--- src/rtl/stopwatch_ctrl.sv ---
// stopwatch_ctrl
//   Control block for a stopwatch: two raw buttons are synchronised and
//   debounced. Their rising edges drive an IDLE/RUN/STOP state machine. A
//   prescaler produces the count-enable strobe for the digit chain.
//
// Ports
//   clk_i             system clock (CLK_HZ)
//   res_i             synchronous active-high reset
//   btn_start_stop_i  raw async start/stop button, high = pressed
//   btn_clear_i       raw async clear button, high = pressed
//   tick_en_o         one-cycle count enable, period PRESCALE while running
//   cnt_res_o         clear for the downstream digit counters (high in IDLE)
//   running_o         high while in RUN
//   state_o           IDLE=0, RUN=1, STOP=2
//
// Build option
//   STOPWATCH_CTRL_RESUME_PHASE_CLEAR_EN  when defined, the prescaler restarts
//   from 0 on STOP->RUN. When undefined, a resume continues the interrupted
//   tick phase.
module stopwatch_ctrl #(
  parameter int CLK_HZ          = 1000,
  parameter int TICK_HZ         = 100,
  parameter int DEBOUNCE_CYCLES = 4
) (
  input  logic       clk_i,
  input  logic       res_i,
  input  logic       btn_start_stop_i,
  input  logic       btn_clear_i,
  output logic       tick_en_o,
  output logic       cnt_res_o,
  output logic       running_o,
  output logic [1:0] state_o
);

  localparam int PRESCALE = CLK_HZ / TICK_HZ;
  localparam int PW       = $clog2(PRESCALE);
  localparam int DW       = $clog2(DEBOUNCE_CYCLES + 1);

  localparam logic [1:0] S_IDLE = 2'd0;
  localparam logic [1:0] S_RUN  = 2'd1;
  localparam logic [1:0] S_STOP = 2'd2;

  // button index inside the packed vectors
  localparam int B_SS  = 0;
  localparam int B_CLR = 1;

  if ((CLK_HZ % TICK_HZ) != 0 || PRESCALE < 2 || DEBOUNCE_CYCLES < 1) begin : g_param_check
    $error("stopwatch_ctrl: CLK_HZ must be a multiple of TICK_HZ, PRESCALE >= 2, DEBOUNCE_CYCLES >= 1");
  end

  logic [1:0]         btn_raw;
  logic [1:0]         sync1_q, sync1_d;
  logic [1:0]         sync2_q, sync2_d;
  logic [1:0]         lvl_q, lvl_d;
  logic [1:0][DW-1:0] dcnt_q, dcnt_d;
  logic [1:0]         press;
  logic [1:0]         state_q, state_d;
  logic [PW-1:0]      presc_q, presc_d;
  logic               presc_top;

  assign btn_raw = {btn_clear_i, btn_start_stop_i};

  // Synchroniser + debounce. The counter tracks how many consecutive samples
  // have disagreed with the accepted level. A matching sample restarts it.
  always_comb begin
    sync1_d = btn_raw;
    sync2_d = sync1_q;
    lvl_d   = lvl_q;
    dcnt_d  = dcnt_q;
    for (int b = 0; b < 2; b++) begin
      if (sync2_q[b] == lvl_q[b]) begin
        dcnt_d[b] = '0;
      end else if (dcnt_q[b] == DW'(DEBOUNCE_CYCLES - 1)) begin
        lvl_d[b]  = sync2_q[b];
        dcnt_d[b] = '0;
      end else begin
        dcnt_d[b] = dcnt_q[b] + DW'(1);
      end
    end
    // Rising edge of the accepted level. It is seen by the FSM on the same
    // edge that loads the new level, so a held button yields exactly one event.
    press = lvl_d & ~lvl_q;
  end

  // Clear beats start/stop outside RUN. In RUN, clear is ignored.
  always_comb begin
    state_d = state_q;
    case (state_q)
      S_IDLE:  if (!press[B_CLR] && press[B_SS]) state_d = S_RUN;
      S_RUN:   if (press[B_SS]) state_d = S_STOP;
      S_STOP:  if (press[B_CLR]) state_d = S_IDLE;
               else if (press[B_SS]) state_d = S_RUN;
      default: state_d = S_IDLE;
    endcase
  end

  assign presc_top = (presc_q == PW'(PRESCALE - 1));

  always_comb begin
    presc_d = presc_q;
    case (state_q)
      S_RUN:   presc_d = presc_top ? '0 : presc_q + PW'(1);
      S_STOP: begin
`ifdef STOPWATCH_CTRL_RESUME_PHASE_CLEAR_EN
        if (state_d == S_RUN) presc_d = '0;
`endif
      end
      default: presc_d = '0;
    endcase
  end

  always_ff @(posedge clk_i) begin
    if (res_i) begin
      sync1_q <= '0;
      sync2_q <= '0;
      lvl_q   <= '0;
      dcnt_q  <= '0;
      state_q <= S_IDLE;
      presc_q <= '0;
    end else begin
      sync1_q <= sync1_d;
      sync2_q <= sync2_d;
      lvl_q   <= lvl_d;
      dcnt_q  <= dcnt_d;
      state_q <= state_d;
      presc_q <= presc_d;
    end
  end

  assign tick_en_o = (state_q == S_RUN) && presc_top;
  assign cnt_res_o = (state_q == S_IDLE);
  assign running_o = (state_q == S_RUN);
  assign state_o   = state_q;

endmodule

--- config.mk ---
export PLATFORM = sky130hd
export DESIGN_NAME = stopwatch_ctrl
export DESIGN_NICKNAME = d
export VERILOG_FILES = /design/src/rtl/stopwatch_ctrl.sv
export SDC_FILE = /design/constraint.sdc
export NUM_CORES = 1
export LEC_CHECK = 0
export ABC_AREA = 0
export BUFFER_PORTS_ARGS = -buffer_cell sky130_fd_sc_hd__buf_2
export CAP_MARGIN = 10
export CORE_MARGIN = 5
export CORE_UTILIZATION = 53
export DETAILED_ROUTE_END_ITERATION = 8
export PLACE_DENSITY_LB_ADDON = 0.25
export SLEW_MARGIN = 20
export SYNTH_ARGS = -nofsm -noshare
export SYNTH_HDL_FRONTEND = slang
export SYNTH_SLANG_ARGS = --single-unit
--- constraint.sdc ---
create_clock -name clk_i -period 1.5 [get_ports clk_i]
set_input_delay 0.15 -clock clk_i [delete_from_list [all_inputs] [get_ports clk_i]]
set_output_delay 0.15 -clock clk_i [all_outputs]
set_load 0.01 [all_outputs]
==> results_dict.tcl <==
set metrics [dict create \
    cp-end-kind "output port" \
    setup_violations 0 \
    period_share 0.925 \
    power_per_cell_area_mw_per_mm2 957 \
    reg2reg_from "dcnt_q[0]" \
    die_h_um 47.5 \
    r2r-end "dcnt_q[1]" \
    core_area_mm2 0.00132 \
    hp-start "btn_start_stop_i" \
    place.gp.congestion 0.796 \
    clock_path_buffers 2 \
    ys_warn_count 0 \
    whs_ns 0.0587 \
    gr-total-overflow 0 \
    diodes 0 \
    drt_iter0_drc 14 \
    p_leak_nw 0.330 \
    cts_htree_levels 1 \
    io_pins 9 \
    cap_violations 0 \
    synth_seq_area_share 0.482 \
    critPathKind "register to output port" \
    hp-class "input port to register" \
    synth_top_cell_area_share 0.482 \
    synth_adder_area_share 0.101 \
    drive_gt1_frac 0.157 \
    muxShareOfSynthArea 0.0134 \
    antenna_found_initial 0 \
    peakVddDrop_mv 0.642 \
    synth-edff-count 0 \
    via_per_inst 5.10 \
    setup_tns_ns 0 \
    fp.dieW_um 47.5 \
    synth_top_area_cell "dfxtp_1" \
    yosys.area_share.simple 0.248 \
    grt_pass1_wl_um 1900 \
    holdPathEnd "sync1_q[0]" \
    cts.sinks 18 \
    synthXorXnorAreaFrac 0.0235 \
    ant_nets 0 \
    slew_headroom 0.760 \
    yosysMostFrequentCell "dfxtp_1" \
    synth_compound_area_frac 0.0905 \
    path_clk_slew_ns 0.10 \
    cts_resized 0 \
    syn_to_final_growth_pct 12.1 \
    drt-total-wl_um 1100 \
    grt_pass1_vias 472 \
    grt_max_degree 15 \
    cts_made_buffers 3 \
    r2r_setup_slack_ns 0.20 \
    synth_area_um2 747 \
    whs_path_depth 2 \
    cts_tree "done" \
    row_count 13 \
    path_max_fanout 5 \
    fin_cells 104 \
    syn_nets 88 \
    track_usage 0.120 \
    rsz0062_at_grt "no" \
    initial_utilization 0.567 \
    dp_cells 100 \
    worstRegToRegCells 4 \
    async_flop_share 0 \
    ys.flop_type "dfxtp_1" \
    num_vias 530 \
    cts_root_buf "clkbuf_4" \
    worstPathArrival_ns 1.24 \
    post-route-min-period_ns 1.39 \
    timing.fmax_mhz 721 \
    synth_top_cells_by_count "18 x dfxtp_1, 10 x nor2_1, 7 x inv_1" \
    io_buffers 8 \
    avgSynthCellArea_um2 9.58 \
    postCtsSetupRepairBufs 0 \
    dp_hpwl_um 814 \
    tightestPinTransition_ns 0.359 \
    worst_clock_skew_ns 0.000836 \
    syn_inst 78 \
    crit_path_start_kind "register" \
    wire_per_inst_um 10.5 \
    hold_viol 0 \
    clock_latency_ns 0.29 \
    ys_ff_latch 18 \
    status "finished clean" \
    drc 0 \
    final_max_slew_viol_count 0 \
    first_pass_iters 4 \
    synth.top_cells.by_area "dfxtp_1 48%, ha_1 10%, nor2_1 5.0%" \
    fin_nets 100 \
    synth.distinct_cells 24 \
    die_area_mm2 0.00226 \
    postCtsHoldBufs 0 \
    required_ns 1.35 \
    synth_top_family_by_area "simple AND/OR/NAND/NOR gates" \
]
==> layout make-up <==
type / instances / area [um2]
multi-input combinational: 52 / 355
fill: 110 / 480
tap: 15 / 18.8
clock buffer: 4 / 36.3
timing repair buffer: 8 / 40.0
sequential: 18 / 360
inverter: 7 / 26.3
==> worst max-delay path by stage <==
| stage | from | depth (start not counted) | slack [ns] | end |
|---|---|---|---|---|
| after global placement | dcnt_q[0] | 4 | 0.23 | dcnt_q[0] |
| after global routing | presc_q[0] | 4 | 0.006 | tick_en_o |
| after CTS | presc_q[0] | 4 | 0.09 | tick_en_o |
| final | presc_q[0] | 4 | 0.11 | tick_en_o |
| after floorplan | dcnt_q[0] | 4 | 0.28 | dcnt_q[0] |
| after detailed placement | dcnt_q[0] | 4 | 0.21 | dcnt_q[1] |
==> critical path, stage by stage, from the launching register on <==
cell and delay, ns:
dfxtp_1 0.41, ha_1 0.19, nand3b_1 0.12, nor2_1 0.10, buf_2 0.13
==> registers in the layout, summed over array words and instances (netlist names) <==
signal and flops:
state_o 2, lvl_q 2, presc_q 4, dcnt_q 6
sync1_q 2, sync2_q 2
==> per-layer routing <==
layer  routed length (um)  part of all wire  GRT usage  up-vias
li1                     -                 -          -      284
met1                  539              0.49      0.149      233
met2                  472              0.43      0.187       10
met3                   64             0.058     0.0338        3
met4                   19             0.017     0.0645        0
met5                    0                 0          0        -
==> cells in the final DEF (no fill, tap or decap), types with 2 or more instances in the layout <==
| cell | synthesis | layout |
|---|---|---|
| buf_2 | 1 | 8 |
| clkbuf_4 | 0 | 3 |
| dfxtp_1 | 18 | 18 |
| ha_1 | 6 | 6 |
| inv_1 | 7 | 7 |
| nand2_1 | 5 | 5 |
| nand2b_1 | 2 | 2 |
| nand3_1 | 2 | 2 |
| nand3b_1 | 3 | 3 |
| nor2_1 | 10 | 10 |
| nor2b_1 | 5 | 5 |
| o21ai_0 | 3 | 3 |
| or3_1 | 3 | 3 |
| xnor2_1 | 2 | 2 |
==> where the power goes <==
group / internal (mW) / switching, mW / leakage (nW)
clock: 0.148 / 0.148 / 0.0210
combinational: 0.00825 / 0.00925 / 0.163
sequential: 0.484 / 0.00299 / 0.146
==> stage by stage <==
stage | setup slack [ns] | instance area, um2 | utilization | total power [mW]
2_1_floorplan | 0.279 | 747 | - | 0.509
3_3_place_gp | 0.230 | 801 | 0.608 | 0.515
3_5_place_dp | 0.213 | 801 | 0.608 | 0.516
4_1_cts | 0.0940 | 837 | 0.635 | 0.808
5_1_grt | 0.00583 | 837 | 0.635 | 0.834
6_report | 0.112 | 837 | 0.635 | 0.801
==> cells by family (layout without fill, tap and decap cells) <==
family | count (synthesis) | count (layout)
mux | 1 | 1
simple gates | 33 | 33
flops | 18 | 18
compound gates | 10 | 10
buf+inv | 8 | 19
fa+ha+maj | 6 | 6
xor+xnor | 2 | 2
(Power assumes the default switching activity.)
